### src/rtl/inport_vc_buf_pkg.sv
// Shared encodings for the input-port VC buffer: packet FSM states and flit-type tags.
package inport_vc_buf_pkg;

  typedef enum logic {
    IDLE = 1'b0,
    PKT  = 1'b1
  } pkt_state_t;

  // Tag bits are {tail, head}; 11 is a single-flit packet.
  typedef enum logic [1:0] {
    FT_BODY   = 2'b00,
    FT_HEAD   = 2'b01,
    FT_TAIL   = 2'b10,
    FT_SINGLE = 2'b11
  } flit_type_t;

  function automatic flit_type_t flit_type(input logic head, input logic tail);
    return flit_type_t'({tail, head});
  endfunction

endpackage

### src/rtl/inport_vc_fifo.sv
// Single virtual-channel circular FIFO with occupancy status, packet-framing FSM and sticky errors.
module inport_vc_fifo
  import inport_vc_buf_pkg::*;
#(
  parameter int flit_w   = 32,
  parameter int buf_size = 8,
  parameter int ptr_w    = 4
) (
  input  logic              clk,
  input  logic              reset,
  input  logic              wr_req,
  input  logic [flit_w-1:0] wr_data,
  input  logic              wr_head,
  input  logic              wr_tail,
  input  logic              rd_req,
  output logic [flit_w-1:0] rd_data,
  output logic              rd_head,
  output logic              rd_tail,
  output logic              rd_ok,
  output logic              bypass,
  output logic              empty,
  output logic              full,
  output logic              pre_full,
  output logic              proto_err,
  output logic              ovf_err
);

  localparam int addr_w = (buf_size > 1) ? $clog2(buf_size) : 1;
  localparam logic [ptr_w-1:0] depth = ptr_w'(buf_size);
  localparam logic [ptr_w-1:0] last  = ptr_w'(buf_size - 1);

  logic [flit_w-1:0] data_mem [buf_size];
  logic [1:0]        type_mem [buf_size];

  logic [ptr_w-1:0] rd_ptr, wr_ptr, cnt, cnt_next;
  pkt_state_t       state, state_next;
  logic             wr_ok, store, pop, proto_hit;

  // A same-VC read frees the slot the write needs, so a full FIFO still accepts it.
  always_comb begin
    bypass = wr_req && rd_req && (cnt == '0);
    pop    = rd_req && (cnt != '0);
    rd_ok  = pop || bypass;
    wr_ok  = wr_req && ((cnt != depth) || rd_req);
    store  = wr_ok && !bypass;
    cnt_next = cnt;
    if (store && !pop)
      cnt_next = cnt + 1'b1;
    else if (pop && !store)
      cnt_next = cnt - 1'b1;
  end

  always_comb begin
    state_next = state;
    proto_hit  = 1'b0;
    if (wr_ok) begin
      case (flit_type(wr_head, wr_tail))
        FT_HEAD: begin
          proto_hit  = (state == PKT);
          state_next = PKT;
        end
        FT_TAIL: begin
          proto_hit  = (state == IDLE);
          state_next = IDLE;
        end
        FT_SINGLE: begin
          proto_hit  = (state == PKT);
          state_next = IDLE;
        end
        default: proto_hit = (state == IDLE);
      endcase
    end
  end

  always_ff @(posedge clk or posedge reset) begin
    if (reset) begin
      rd_ptr    <= '0;
      wr_ptr    <= '0;
      cnt       <= '0;
      empty     <= 1'b1;
      full      <= 1'b0;
      state     <= IDLE;
      proto_err <= 1'b0;
      ovf_err   <= 1'b0;
    end else begin
      if (store)
        wr_ptr <= (wr_ptr == last) ? '0 : wr_ptr + 1'b1;
      if (pop)
        rd_ptr <= (rd_ptr == last) ? '0 : rd_ptr + 1'b1;
      cnt   <= cnt_next;
      empty <= (cnt_next == '0);
      full  <= (cnt_next == depth);
      state <= state_next;
      if (proto_hit)
        proto_err <= 1'b1;
      if (wr_req && !wr_ok)
        ovf_err <= 1'b1;
    end
  end

  // Storage keeps its contents across reset.
  always_ff @(posedge clk) begin
    if (store) begin
      data_mem[wr_ptr[addr_w-1:0]] <= wr_data;
      type_mem[wr_ptr[addr_w-1:0]] <= {wr_tail, wr_head};
    end
  end

  assign rd_data  = data_mem[rd_ptr[addr_w-1:0]];
  assign rd_head  = type_mem[rd_ptr[addr_w-1:0]][0];
  assign rd_tail  = type_mem[rd_ptr[addr_w-1:0]][1];
  assign pre_full = (cnt >= last);

endmodule

### src/rtl/inport_vc_buf.sv
// Router input port: per-VC FIFOs, read mux with same-VC bypass, registered output and credit return.
module inport_vc_buf
  import inport_vc_buf_pkg::*;
#(
  parameter int flit_size = 2,
  parameter int phit_size = 16,
  parameter int buf_size  = 8,
  parameter int vc_num    = 4,
  parameter int vc_w      = 2,
  parameter int ptr_w     = 4
) (
  input  logic                           clk,
  input  logic                           reset,
  input  logic [flit_size*phit_size-1:0] indata,
  input  logic                           new_flit,
  input  logic [vc_w-1:0]                in_vc,
  input  logic                           in_head,
  input  logic                           in_tail,
  input  logic                           want,
  input  logic [vc_w-1:0]                rd_vc,
  output logic [flit_size*phit_size-1:0] outdata,
  output logic                           out_valid,
  output logic                           out_head,
  output logic                           out_tail,
  output logic [vc_w-1:0]                out_vc,
  output logic [vc_num-1:0]              empty,
  output logic [vc_num-1:0]              full,
  output logic [vc_num-1:0]              pre_full,
  output logic                           credit_valid,
  output logic [vc_w-1:0]                credit_vc,
  output logic                           proto_err,
  output logic                           ovf_err
);

  localparam int flit_w = flit_size * phit_size;

  logic [vc_num-1:0] wr_req, rd_req, rd_ok, bypass, head_v, tail_v, proto_v, ovf_v;
  logic [flit_w-1:0] data_v [vc_num];

  logic              sel_ok, sel_bypass, sel_head, sel_tail;
  logic [flit_w-1:0] sel_data;

  genvar gi;
  generate
    for (gi = 0; gi < vc_num; gi++) begin : g_vc
      assign wr_req[gi] = new_flit && (in_vc == vc_w'(gi));
      assign rd_req[gi] = want && (rd_vc == vc_w'(gi));

      inport_vc_fifo #(
        .flit_w   (flit_w),
        .buf_size (buf_size),
        .ptr_w    (ptr_w)
      ) u_fifo (
        .clk       (clk),
        .reset     (reset),
        .wr_req    (wr_req[gi]),
        .wr_data   (indata),
        .wr_head   (in_head),
        .wr_tail   (in_tail),
        .rd_req    (rd_req[gi]),
        .rd_data   (data_v[gi]),
        .rd_head   (head_v[gi]),
        .rd_tail   (tail_v[gi]),
        .rd_ok     (rd_ok[gi]),
        .bypass    (bypass[gi]),
        .empty     (empty[gi]),
        .full      (full[gi]),
        .pre_full  (pre_full[gi]),
        .proto_err (proto_v[gi]),
        .ovf_err   (ovf_v[gi])
      );
    end
  endgenerate

  always_comb begin
    sel_ok     = 1'b0;
    sel_bypass = 1'b0;
    sel_data   = '0;
    sel_head   = 1'b0;
    sel_tail   = 1'b0;
    for (int v = 0; v < vc_num; v++) begin
      if (rd_vc == vc_w'(v)) begin
        sel_ok     = rd_ok[v];
        sel_bypass = bypass[v];
        sel_data   = data_v[v];
        sel_head   = head_v[v];
        sel_tail   = tail_v[v];
      end
    end
  end

  // On a bypass the flit comes straight from the input, never touching storage.
  always_ff @(posedge clk or posedge reset) begin
    if (reset) begin
      outdata      <= '0;
      out_valid    <= 1'b0;
      out_head     <= 1'b0;
      out_tail     <= 1'b0;
      out_vc       <= '0;
      credit_valid <= 1'b0;
      credit_vc    <= '0;
    end else begin
      out_valid    <= sel_ok;
      credit_valid <= sel_ok;
      if (sel_ok) begin
        outdata   <= sel_bypass ? indata  : sel_data;
        out_head  <= sel_bypass ? in_head : sel_head;
        out_tail  <= sel_bypass ? in_tail : sel_tail;
        out_vc    <= rd_vc;
        credit_vc <= rd_vc;
      end
    end
  end

  assign proto_err = |proto_v;
  assign ovf_err   = |ovf_v;

endmodule

### config.mk
export PLATFORM = sky130hd
export DESIGN_NAME = inport_vc_buf
export DESIGN_NICKNAME = d
export VERILOG_FILES = /design/src/rtl/inport_vc_buf_pkg.sv /design/src/rtl/inport_vc_fifo.sv /design/src/rtl/inport_vc_buf.sv
export SDC_FILE = /design/constraint.sdc
export NUM_CORES = 1
export LEC_CHECK = 0
export CORE_UTILIZATION = 62
export DETAILED_ROUTE_END_ITERATION = 8
export PLACE_DENSITY = 0.76
export RECOVER_POWER = 100
export SLEW_MARGIN = 0
export SYNTH_ARGS = -nofsm -noshare
export SYNTH_HDL_FRONTEND = slang
export SYNTH_HIERARCHICAL = 1
export SYNTH_SLANG_ARGS = --single-unit
export TNS_END_PERCENT = 30
### constraint.sdc
create_clock -name clk -period 6.8 [get_ports clk]
set_clock_uncertainty 0.15 [all_clocks]
set_input_delay 0.68 -clock clk [delete_from_list [all_inputs] [get_ports clk]]
set_output_delay 0.68 -clock clk [all_outputs]
set_load 0.02 [all_outputs]
After elaboration in Yosys (flattened, before gate mapping)
Memory sizes are Yosys's and may differ from the RTL's.
Cells that the tools add are included.
Word-level totals
  RAM bits: 1088
  bits of input ports: 42
  output and inout bits: 54
  memories: 8
  bits in registers: 105
  word-level logic and storage cells: 237
Cells by class
  add/sub/neg operators: 16
  reductions and logical operators: 87
  equality and inequality tests: 25
  order comparisons: 4
  bitwise gates (word level): 4
  mux-type cells: 56
Memory list
  g_vc[0].u_fifo.data_mem: words 8, width 32, read ports 1, clocked after Yosys merged registers in 0, write ports 1, RTL line inport_vc_fifo.sv:32  | logic [flit_w-1:0] data_mem [buf_size];
  g_vc[1].u_fifo.data_mem: words 8, width 32, read ports 1, clocked after Yosys merged registers in 0, write ports 1, RTL line inport_vc_fifo.sv:32
  g_vc[2].u_fifo.data_mem: words 8, width 32, read ports 1, clocked after Yosys merged registers in 0, write ports 1, RTL line inport_vc_fifo.sv:32
  g_vc[3].u_fifo.data_mem: words 8, width 32, read ports 1, clocked after Yosys merged registers in 0, write ports 1, RTL line inport_vc_fifo.sv:32
  g_vc[0].u_fifo.type_mem: words 8, width 2, read ports 1, clocked after Yosys merged registers in 0, write ports 1, RTL line inport_vc_fifo.sv:33  | logic [1:0] type_mem [buf_size];
  g_vc[1].u_fifo.type_mem: words 8, width 2, read ports 1, clocked after Yosys merged registers in 0, write ports 1, RTL line inport_vc_fifo.sv:33
  +2 memories
Operators by type and width (number)
  2-to-1 mux 32 bit: 5
  2-to-1 mux 4 bit: 16
  adder 4 x 1 -> 4 bit, second input constant: 12
  logical AND 1 bit: 40
  2-to-1 mux 1 bit: 34
  equality test 4 x 3 -> 1 bit, second input constant: 8
  zero test 4 bit: 8
  equality test 4 bit, second input constant: 4
  greater-or-equal comparator 4 x 3 -> 1 bit, second input constant: 4
  zero test 1 bit: 16
  != test 4 bit, second input constant: 4
  nonzero test 4 bit: 4
  subtractor 4 x 1 -> 4 bit, second input constant: 4
  equality test 2 bit, second input constant: 6
  logical OR 1 bit: 8
  AND reduction 2 bit: 4
  OR reduction 4 bit: 2
  equality test 2 x 1 -> 1 bit, second input constant: 3
  zero test 2 bit: 2
  NOT 1 bit: 4
  OR reduction 2 bit: 2
  case mux 1 bit (2 select lines): 1
  nonzero test 2 bit: 1

Logic depth before layout (Yosys ltp)
Gate-level depths: netlist (run 1).
  depth after elaboration: 11
  depth in mapped cells: 13
  depth with buffers taken out: 8

Hierarchy
The synthesis (run 1) kept the hierarchy.
Modules (own cells, without submodules)
  inport_vc_fifo (g_vc[1].u_fifo ...): cells each 498, area each 11382.2 µm², instances 3, seq. area each 8594.5 µm²
  inport_vc_fifo (g_vc[0].u_fifo): cells each 502, area each 11187.0 µm², instances 1, seq. area each 8594.5 µm²
  inport_vc_buf: cells each 299, area each 3607.2 µm², instances 1, seq. area each 925.9 µm²

Worst setup path before layout (run 1)
Ideal clock, no wire load.
  path kind: input to register
  from: input rd_vc[1]
  to: memory g_vc[0].u_fifo.data_mem[0][0], enable pin
  arrival: 5346 ps
  stages on the path: 10
  path slack: 793 ps
  path buffers: 5
  required time: 6139 ps
  library setup time: 511 ps
  path through: buf_2 buf_2 buf_2 buf_2 nor3b_1 buf_4 xor2_1 nand3_1 nand2_1 nor4_1
Between the ends
  longest elaborated chain between the ends: 8
  elaborated cells between the ends (all ways): 10
  those cells by class: mux (2); reduce/logical (8)
Ends and longest elaborated chain
  start, declared: RTL line inport_vc_buf.sv:20  | input logic [vc_w-1:0] rd_vc,
  zero test 2 bit (*): RTL line inport_vc_buf.sv:47  | assign rd_req[gi] = want && (rd_vc == vc_w'(gi));
  logical AND 1 bit (*): RTL line inport_vc_buf.sv:47
  via rd_req[0]: RTL line inport_vc_buf.sv:37  | logic [vc_num-1:0] wr_req, rd_req, rd_ok, bypass, head_v, tail_v, proto_v, ovf_v;
  logical AND 1 bit (2 in series): RTL line inport_vc_fifo.sv:41  | bypass = wr_req && rd_req && (cnt == '0);
  zero test 1 bit: RTL line inport_vc_fifo.sv:45  | store = wr_ok && !bypass;
  logical AND 1 bit (*): RTL line inport_vc_fifo.sv:45
  2-to-1 mux 1 bit (*): RTL line inport_vc_fifo.sv:103  | if (store) begin
  2-to-1 mux 1 bit (implied by the code) (*): RTL line inport_vc_fifo.sv:104  | data_mem[wr_ptr[addr_w-1:0]] <= wr_data;
  end, declared: RTL line inport_vc_fifo.sv:32
The timed path passes the listed nets; every way through them passes the cells marked *.

Final worst setup path (run 1)
  from: input rd_vc[0]
  to: memory g_vc[3].u_fifo.data_mem[6][21], enable pin
Between the ends
  longest elaborated chain between the ends: 8
  elaborated cells between the ends (all ways): 10
  those cells by class: eq/ne (1); mux (2); reduce/logical (7)
Ends and longest elaborated chain (RTL line)
  equality test 2 bit (*): inport_vc_buf.sv:47
  logical AND 1 bit (*): inport_vc_buf.sv:47
  via rd_req[3]: inport_vc_buf.sv:37
  logical AND 1 bit (2 in series): inport_vc_fifo.sv:41
  zero test 1 bit: inport_vc_fifo.sv:45
  logical AND 1 bit (*): inport_vc_fifo.sv:45
  2-to-1 mux 1 bit (*): inport_vc_fifo.sv:103
  2-to-1 mux 1 bit (implied by the code) (*): inport_vc_fifo.sv:104
  end, declared: inport_vc_fifo.sv:32
Marked as above.

==> summary.txt, run 1 <==
Global route
  • Total gr overflow: 0
  • Tot GR Track Use: 27.4%
  • Vias in the first global route: around 24000
  • Pin count of the biggest net entering global routing: a little over 70
  • Initial antenna violation count: 2
  • First-pass GRT wire length: 161000 µm

Run
  • Max Cap Viol: 39

Synth
  • Syn_nets: ~2400
  • Sequential area share after synthesis: ~72%
  • Share of the synthesized area in the top cell type: 66.8%
  • Post-synth EDFFs: between 1000 and 1500
  • Yosys reg bits: 1193
  • Most frequent cells after synthesis: edfxtp_1 (1088), mux4_2 (206), mux2_2 (153)
  • Post-synth ARST share: 8.80%
  • Count leader, synth: edfxtp_1
  • Synth cell types: 59
  • Ys Warns: 6
  • Most used DFF post-synth: edfxtp_1
  • Ranking of synthesized cells by area: edfxtp_1 (67%), mux4_2 (9.5%), mux4_1 (5.5%), dfrtp_1 (5.2%), mux2_2 (3.5%)
  • Mapped Area: 48900 µm²
  • Gate Count Post-Synth: between 2000 and 2500
  • Mean post-synth cell area: between 20 and 25 µm²
  • Area leader, netlist: edfxtp_1

Clock tree
  • Clk_lat worst skew: a little under 0.7 ns
  • Postcts setup bufs: 0
  • Resized cells post-CTS: 0
  • Total CTS buffers: about 120
  • CTS Sinks: 1193
  • Clock transition at path regs: approximately 0.06 ns
  • CTS H-tree lvls: 3
  • Clk Tree Root Cell: clkbuf_16
  • Hold Buf Count CTS: 0
  • CTS tree: built
  • Clock Path Buffers: 3

Drt
  • Routed Antenna Nets: 0
  • Routed wire per std cell: 30.4 µm
  • Vias/cell: 6.65
  • Via count: approximately 24000
  • DRC Markers: 0
  • Drt total wl: around 110000 µm
  • 1st-pass router iterations: 6
  • Drt first-iter violations: 2613

Final layout
  • Final net count: 2478
  • Non-Filler Instances: between 3000 and 4000
  • Core Util, Final: 69.9%
  • Fill cell count: 4528
  • Layout cells sized above 1: 24.5%
  • Area growth, synth to finish: 11.0%

Worst setup path
  • Critical Path RT: a little under 7 ns
  • Crit path max fanout: 44
  • Startpoint types: input pin
  • CP arrival: 5.17 ns
  • CP endpoint kind: register
  • Critical path class: in -> reg

Pwr
  • P_int: 15100 µW
  • Pwr Total: 21200 µW
  • Switching Share: 28.6%
  • Sequential group share of total power: 45.8%
  • Leakage power: 0.0176 µW
  • Combinational power share: 24.2%
  • Clock share of power: 30.0%
  • Power per cell area: 390 nW/µm²
  • Maximum vdd drop: roughly 280 µV
  • P_sw: about 6000 µW

STA
  • Final WS setup: roughly 1.7 ns
  • Fin. max-slew vios: between 1000 and 1500
  • Pin slew with the least headroom to its limit: 3.49 ns
  • Setup Viol. Count Final: 0
  • Min cycle time layout: 5.12 ns
  • RSZ-0062 raised after global routing: no
  • Fmax: 195 MHz
  • Setup TNS: 0 ns
  • Slew HR: -133%
  • Hold Violations, Final: 0
  • Tcrit/Tclk final: 75.4%

Die
  • Site row count: 102
  • Core outline area: 77700 µm²
  • Die width: 283 µm
  • DIE AREA: 80100 µm²
  • Initial Util: 63.0%
  • Die Y: 283 µm
  • I/O pin cnt: 96

Worst hold path
  • Hold Crit Class: reg -> reg

Place
  • Cells after DPL: 3338
  • Global placer's final weighted congestion: 0.829
  • IO Port Bufs: 95
  • Hpwl dp: between 50000 and 60000 µm
  • Pre-CTS setup slack: between 2 and 2.5 ns

Run status
  • Status: finished with violations
  • Failing checks: capacitance limit, slew limit
-- state kept, by name, summed over array words and instances, names as in the netlist --
name	count
g_vc.u_fifo/type_mem	64
g_vc.u_fifo/rd_ptr	16
g_vc.u_fifo/state	4
credit_vc	2
g_vc.u_fifo/full	4
g_vc.u_fifo/data_mem	1024
g_vc.u_fifo/empty	4
outdata	32
g_vc.u_fifo/wr_ptr	16
out_head	1
g_vc.u_fifo/proto_err	4
g_vc.u_fifo/cnt	16
g_vc.u_fifo/ovf_err	4
out_tail	1
credit_valid	1
-- through the flow --
stage,hold slack (ns),cell area [µm²]
after global placement,0.282,50900
after floorplan,0.269,48900
after global routing,0.336,54300
final,0.312,54300
after CTS,0.314,54700
after detailed placement,0.292,50900
-- path summary, 6_finish.rpt --
check / startpoint / end / slack, ns / cells past startpoint
max in group asynchronous: reset / outdata[20] / 4.19 / 2
min in group asynchronous: reset / g_vc[0].u_fifo/wr_ptr[2] / 0.53 / 2
worst max register to register: g_vc[2].u_fifo/rd_ptr[0] / outdata[13] / 1.86 / 6
worst min-delay path: g_vc[1].u_fifo/proto_err / g_vc[1].u_fifo/proto_err / 0.31 / 1
worst max-delay path: rd_vc[0] / g_vc[3].u_fifo/data_mem[6][21] / 1.68 / 7
worst min register to register: g_vc[1].u_fifo/proto_err / g_vc[1].u_fifo/proto_err / 0.31 / 1
-- cells by family after synthesis --
group,Yosys count,synth area share (%)
AOI/OAI and AO/OA,103,2.14
xor gates and xnor gates,24,0.429
adders and majority gates,20,0.511
buffers and inverters,163,1.93
DFF,1193,72.1
muxes,468,18.6
and+or+nand+nor,324,4.22
-- layer usage --
layer / global-route usage, % / share of wire [%] / vias up
li1: - / - / 9804
met1: 39.2 / 40 / 12500
met2: 45.2 / 50 / 1136
met3: 4.19 / 7.9 / 152
met4: 6.35 / 1.8 / 0
met5: 0 / 0 / -
-- power groups by stage --
stage | combinational [µW] | sequential, µW | clock [µW]
after floorplan | 4380 | 9010 | 0
after global routing | 5400 | 9820 | 6720
final | 5120 | 9720 | 6360
after CTS | 5250 | 9730 | 6440
after global placement | 5030 | 9830 | 0
after detailed placement | 5170 | 9870 | 0
-- layout by cell type (no fill, tap or decap), types with 8 or more instances in the layout --
cell,n
a21o_1,12
mux2_1,18
nor2_4,12
nor2_1,58
and3b_1,9
dlygate4sd3_1,90
clkbuf_8,9
bufinv_16,11
nand2_1,43
mux4_1,102
edfxtp_1,1088
buf_4,12
dfrtp_1,91
nand3b_1,47
mux2_2,135
a21oi_1,8
a41oi_2,30
clkbuf_16,117
xnor2_1,20
mux4_2,206
inv_1,25
o21a_1,10
nor3_1,15
clkinv_1,21
nand3_1,40
ha_1,20
nand4_1,8
nand2b_2,15
nor3b_1,9
clkbuf_1,62
clkinv_2,20
nand2b_4,15
nand2b_1,17
-- worst max-delay path, stage by stage --
cell and delay [ns]:
buf_4 0.74, and3_1 0.53, xnor2_1 0.19, o31a_2 0.23, nand2b_1 0.20, nor2_4 0.12
clkbuf_1 2.39
-- final cells by class --
class	instances	area, µm²	area share [%]
antenna	1	2.50	0.00461
clock buffer	154	3160	5.81
clock inverter	58	619	1.14
inverter	27	101	0.187
multi-input combinational	939	12700	23.3
sequential	1193	35300	65.0
tap	1040	1300	2.39
timing repair buffer	139	1150	2.11
No activity file was read; power rests on OpenSTA's default activity.
==> run 2, diff against run 1 <==
==> constraint.sdc (replaced) <==
create_clock -name clk -period 5.3 [get_ports clk]
set_clock_uncertainty 0.15 [all_clocks]
set_input_delay 0.53 -clock clk [delete_from_list [all_inputs] [get_ports clk]]
set_output_delay 0.53 -clock clk [all_outputs]
set_load 0.02 [all_outputs]
==> run 2 against run 1 <==
Against the previous run:
- the flow still finishes with violations (capacitance limit, slew limit)
- sequential power rose by 27%
- hold slack better by 0.0074 ns
- die area did not move
- core utilization barely moved
- first-iteration DRC count up 13%
- count of clock-buffer cells in the layout is the same
- cell area hardly changed
- cell count up 0.25%
- largest cell class unchanged
- largest power group unchanged
- highest routed layer is now met5
==> summary.txt, run 2 (synthesis results as in run 1) <==
Run status
  • Status: finished with violations
  • Failing checks: capacitance limit, slew limit

Final layout
  • Commonest non-fill, non-tap cell in the layout: edfxtp_1
  • Register area: 35300 µm²
  • Max reg flops: 1024
  • Area occupied by multi-input gates: ~13000 µm²
  • Fill cell count: about 4500
  • Final net count: 2491
  • Most frequent cells in the layout: edfxtp_1 (1088), mux4_2 (205), mux2_2 (150)
  • Layout cells sized above 1: about a quarter
  • Non-Filler Instances: 3560
  • Area growth, synth to finish: 11.0%

Global route
  • Total gr overflow: 0
  • Pin count of the biggest net entering global routing: 72
  • Vias in the first global route: 23700
  • Initial antenna violation count: 7
  • First-pass GRT wire length: around 160000 µm
  • Tot GR Track Use: 27.7%

Drt
  • Drt first-iter violations: 2954
  • Vias/cell: between 6 and 7
  • Via count: about 24000
  • 1st-pass router iterations: 7
  • Wire length on met3: 9810 µm
  • Routed Antenna Nets: 0
  • Met2 wire length: between 50000 and 60000 µm
  • DR top layer: met5
  • Drt total wl: between 100000 and 150000 µm
  • Routed wire per std cell: about 30 µm
  • DRC Markers: 0
  • Met1 WL: 44000 µm

STA
  • Setup TNS: 0 ns
  • Fin. max-slew vios: about 1700
  • Slew HR: -70.9%
  • Hold Violations, Final: 0
  • Pin slew with the least headroom to its limit: 2.56 ns
  • Fmax: 234 MHz
  • Min cycle time layout: 4.27 ns
  • Setup Viol. Count Final: 0
  • Tcrit/Tclk final: between 80% and 90%
  • Final WS setup: 1.03 ns
  • RSZ-0062 raised after global routing: no

Worst setup path
  • Worst-path cell chain: dlygate4sd3_1 > and3b_1 > xnor2_1 > o31a_2 > nand2b_1 > nor2_1 > clkbuf_2
  • Critical path class: in -> reg
  • CP endpoint kind: register
  • Reg2Reg Depth: 9
  • CP arrival: 4.40 ns
  • Startpoint types: input pin
  • Worst-path cell with the longest stage delay: nor2_1
  • Crit path max fanout: 20
  • Critical Path RT: 5.43 ns
  • R2R Setup Slk: between 1 and 1.5 ns
  • Reg2reg end: outdata[8]
  • Slowest cell delay on critical path: between 1 and 1.5 ns
  • RR Startpoint: g_vc[0].u_fifo/cnt[0]

Worst hold path
  • Hold Crit Class: reg -> reg
  • Hold path start: g_vc[2].u_fifo/ovf_err
  • Hold path depth: 1
  • Hold EP: g_vc[2].u_fifo/ovf_err

Clock tree
  • Clk Tree Root Cell: clkbuf_16
  • CTS H-tree lvls: 3
  • CTS Sinks: 1193
  • Clock Path Buffers: 3
  • Resized cells post-CTS: 0
  • Clk_lat worst skew: 0.66 ns
  • Postcts setup bufs: 0
  • Total CTS buffers: 112
  • Hold Buf Count CTS: 0
  • CTS tree: built
  • Clock transition at path regs: roughly 0.06 ns

Place
  • Pre-CTS setup slack: around 1.4 ns
  • Global placer's final weighted congestion: approximately 0.86
  • Cells after DPL: 3355
  • Hpwl dp: 65100 µm
  • IO Port Bufs: 95

Pwr
  • Pwr Total: around 27000 µW
  • Maximum vdd drop: approximately 370 µV
  • Leakage power: 0.0176 µW
  • Power per cell area: about 500 nW/µm²

Die
  • Core outline area: 77700 µm²
  • Initial Util: between 60% and 70%
  • Die width: 283 µm
  • I/O pin cnt: 96
  • Die Y: 283 µm
  • DIE AREA: roughly 80000 µm²
  • Site row count: between 100 and 150

Run
  • Max Cap Viol: 50
run 2: cell count changes in the layout (fill, tap and decap cells not counted), moves of 7 or more:
cell | before | now
mux2_1 | 18 | 3
nand2b_4 | 15 | 24
nand2b_2 | 15 | 6
dlygate4sd3_1 | 90 | 83
nor2_2 | 0 | 9
mux2_2 | 135 | 150
clkbuf_1 | 62 | 72
run 2: per-stage QoR:
| step | util [%] | hold slack [ns] | area [µm²] |
|---|---|---|---|
| final | 69.9 | 0.320 | 54300 |
| after global routing | 69.9 | 0.336 | 54300 |
| after CTS | 70.4 | 0.271 | 54700 |
| after detailed placement | 65.7 | 0.290 | 51000 |
| after global placement | 65.7 | 0.282 | 51000 |
| after floorplan | - | 0.269 | 48900 |
run 2: area by class of cell:
| class | count | area share (%) |
|---|---|---|
| Clock inverter | 50 | 0.896 |
| Timing Repair Buffer | 156 | 2.28 |
| Tap cell | 1040 | 2.40 |
| Multi-Input combinational cell | 939 | 23.3 |
| Inverter | 27 | 0.187 |
| Antenna cell | 1 | 0.00461 |
| Sequential cell | 1193 | 65.1 |
| Clock buffer | 154 | 5.85 |
run 2: metal layers:
metal,GRT usage (%),up-vias
met3,3.86,166
met5,0,-
met2,42.7,1133
li1,-,9827
met1,42.1,12600
met4,7.89,4
run 2: worst max-delay path by stage:
stage,startpoint,end,cells after the start
2_1_floorplan,rd_vc[1],g_vc[2].u_fifo/data_mem[0][0],10
3_3_place_gp,want,g_vc[0].u_fifo/data_mem[5][7],9
3_5_place_dp,want,g_vc[1].u_fifo/data_mem[2][14],7
4_1_cts,g_vc[1].u_fifo/rd_ptr[0],outdata[21],6
5_1_grt,want,g_vc[2].u_fifo/data_mem[2][4],7
6_report,want,g_vc[2].u_fifo/data_mem[2][4],7
run 2: worst max-delay path: cells and delay by family:
family | cells | cell delay (ns)
xor+xnor | 1 | 0.17
simple gates | 3 | 1.99
buf+inv | 2 | 1.47
compound gates | 1 | 0.21
run 2: power by group:
part / internal (µW) / switching [µW] / total [µW]
Clock: 4610 / 3320 / 7940
Combinational: 3750 / 3340 / 7090
Sequential: 11000 / 1370 / 12300
Total: 19300 / 8030 / 27400
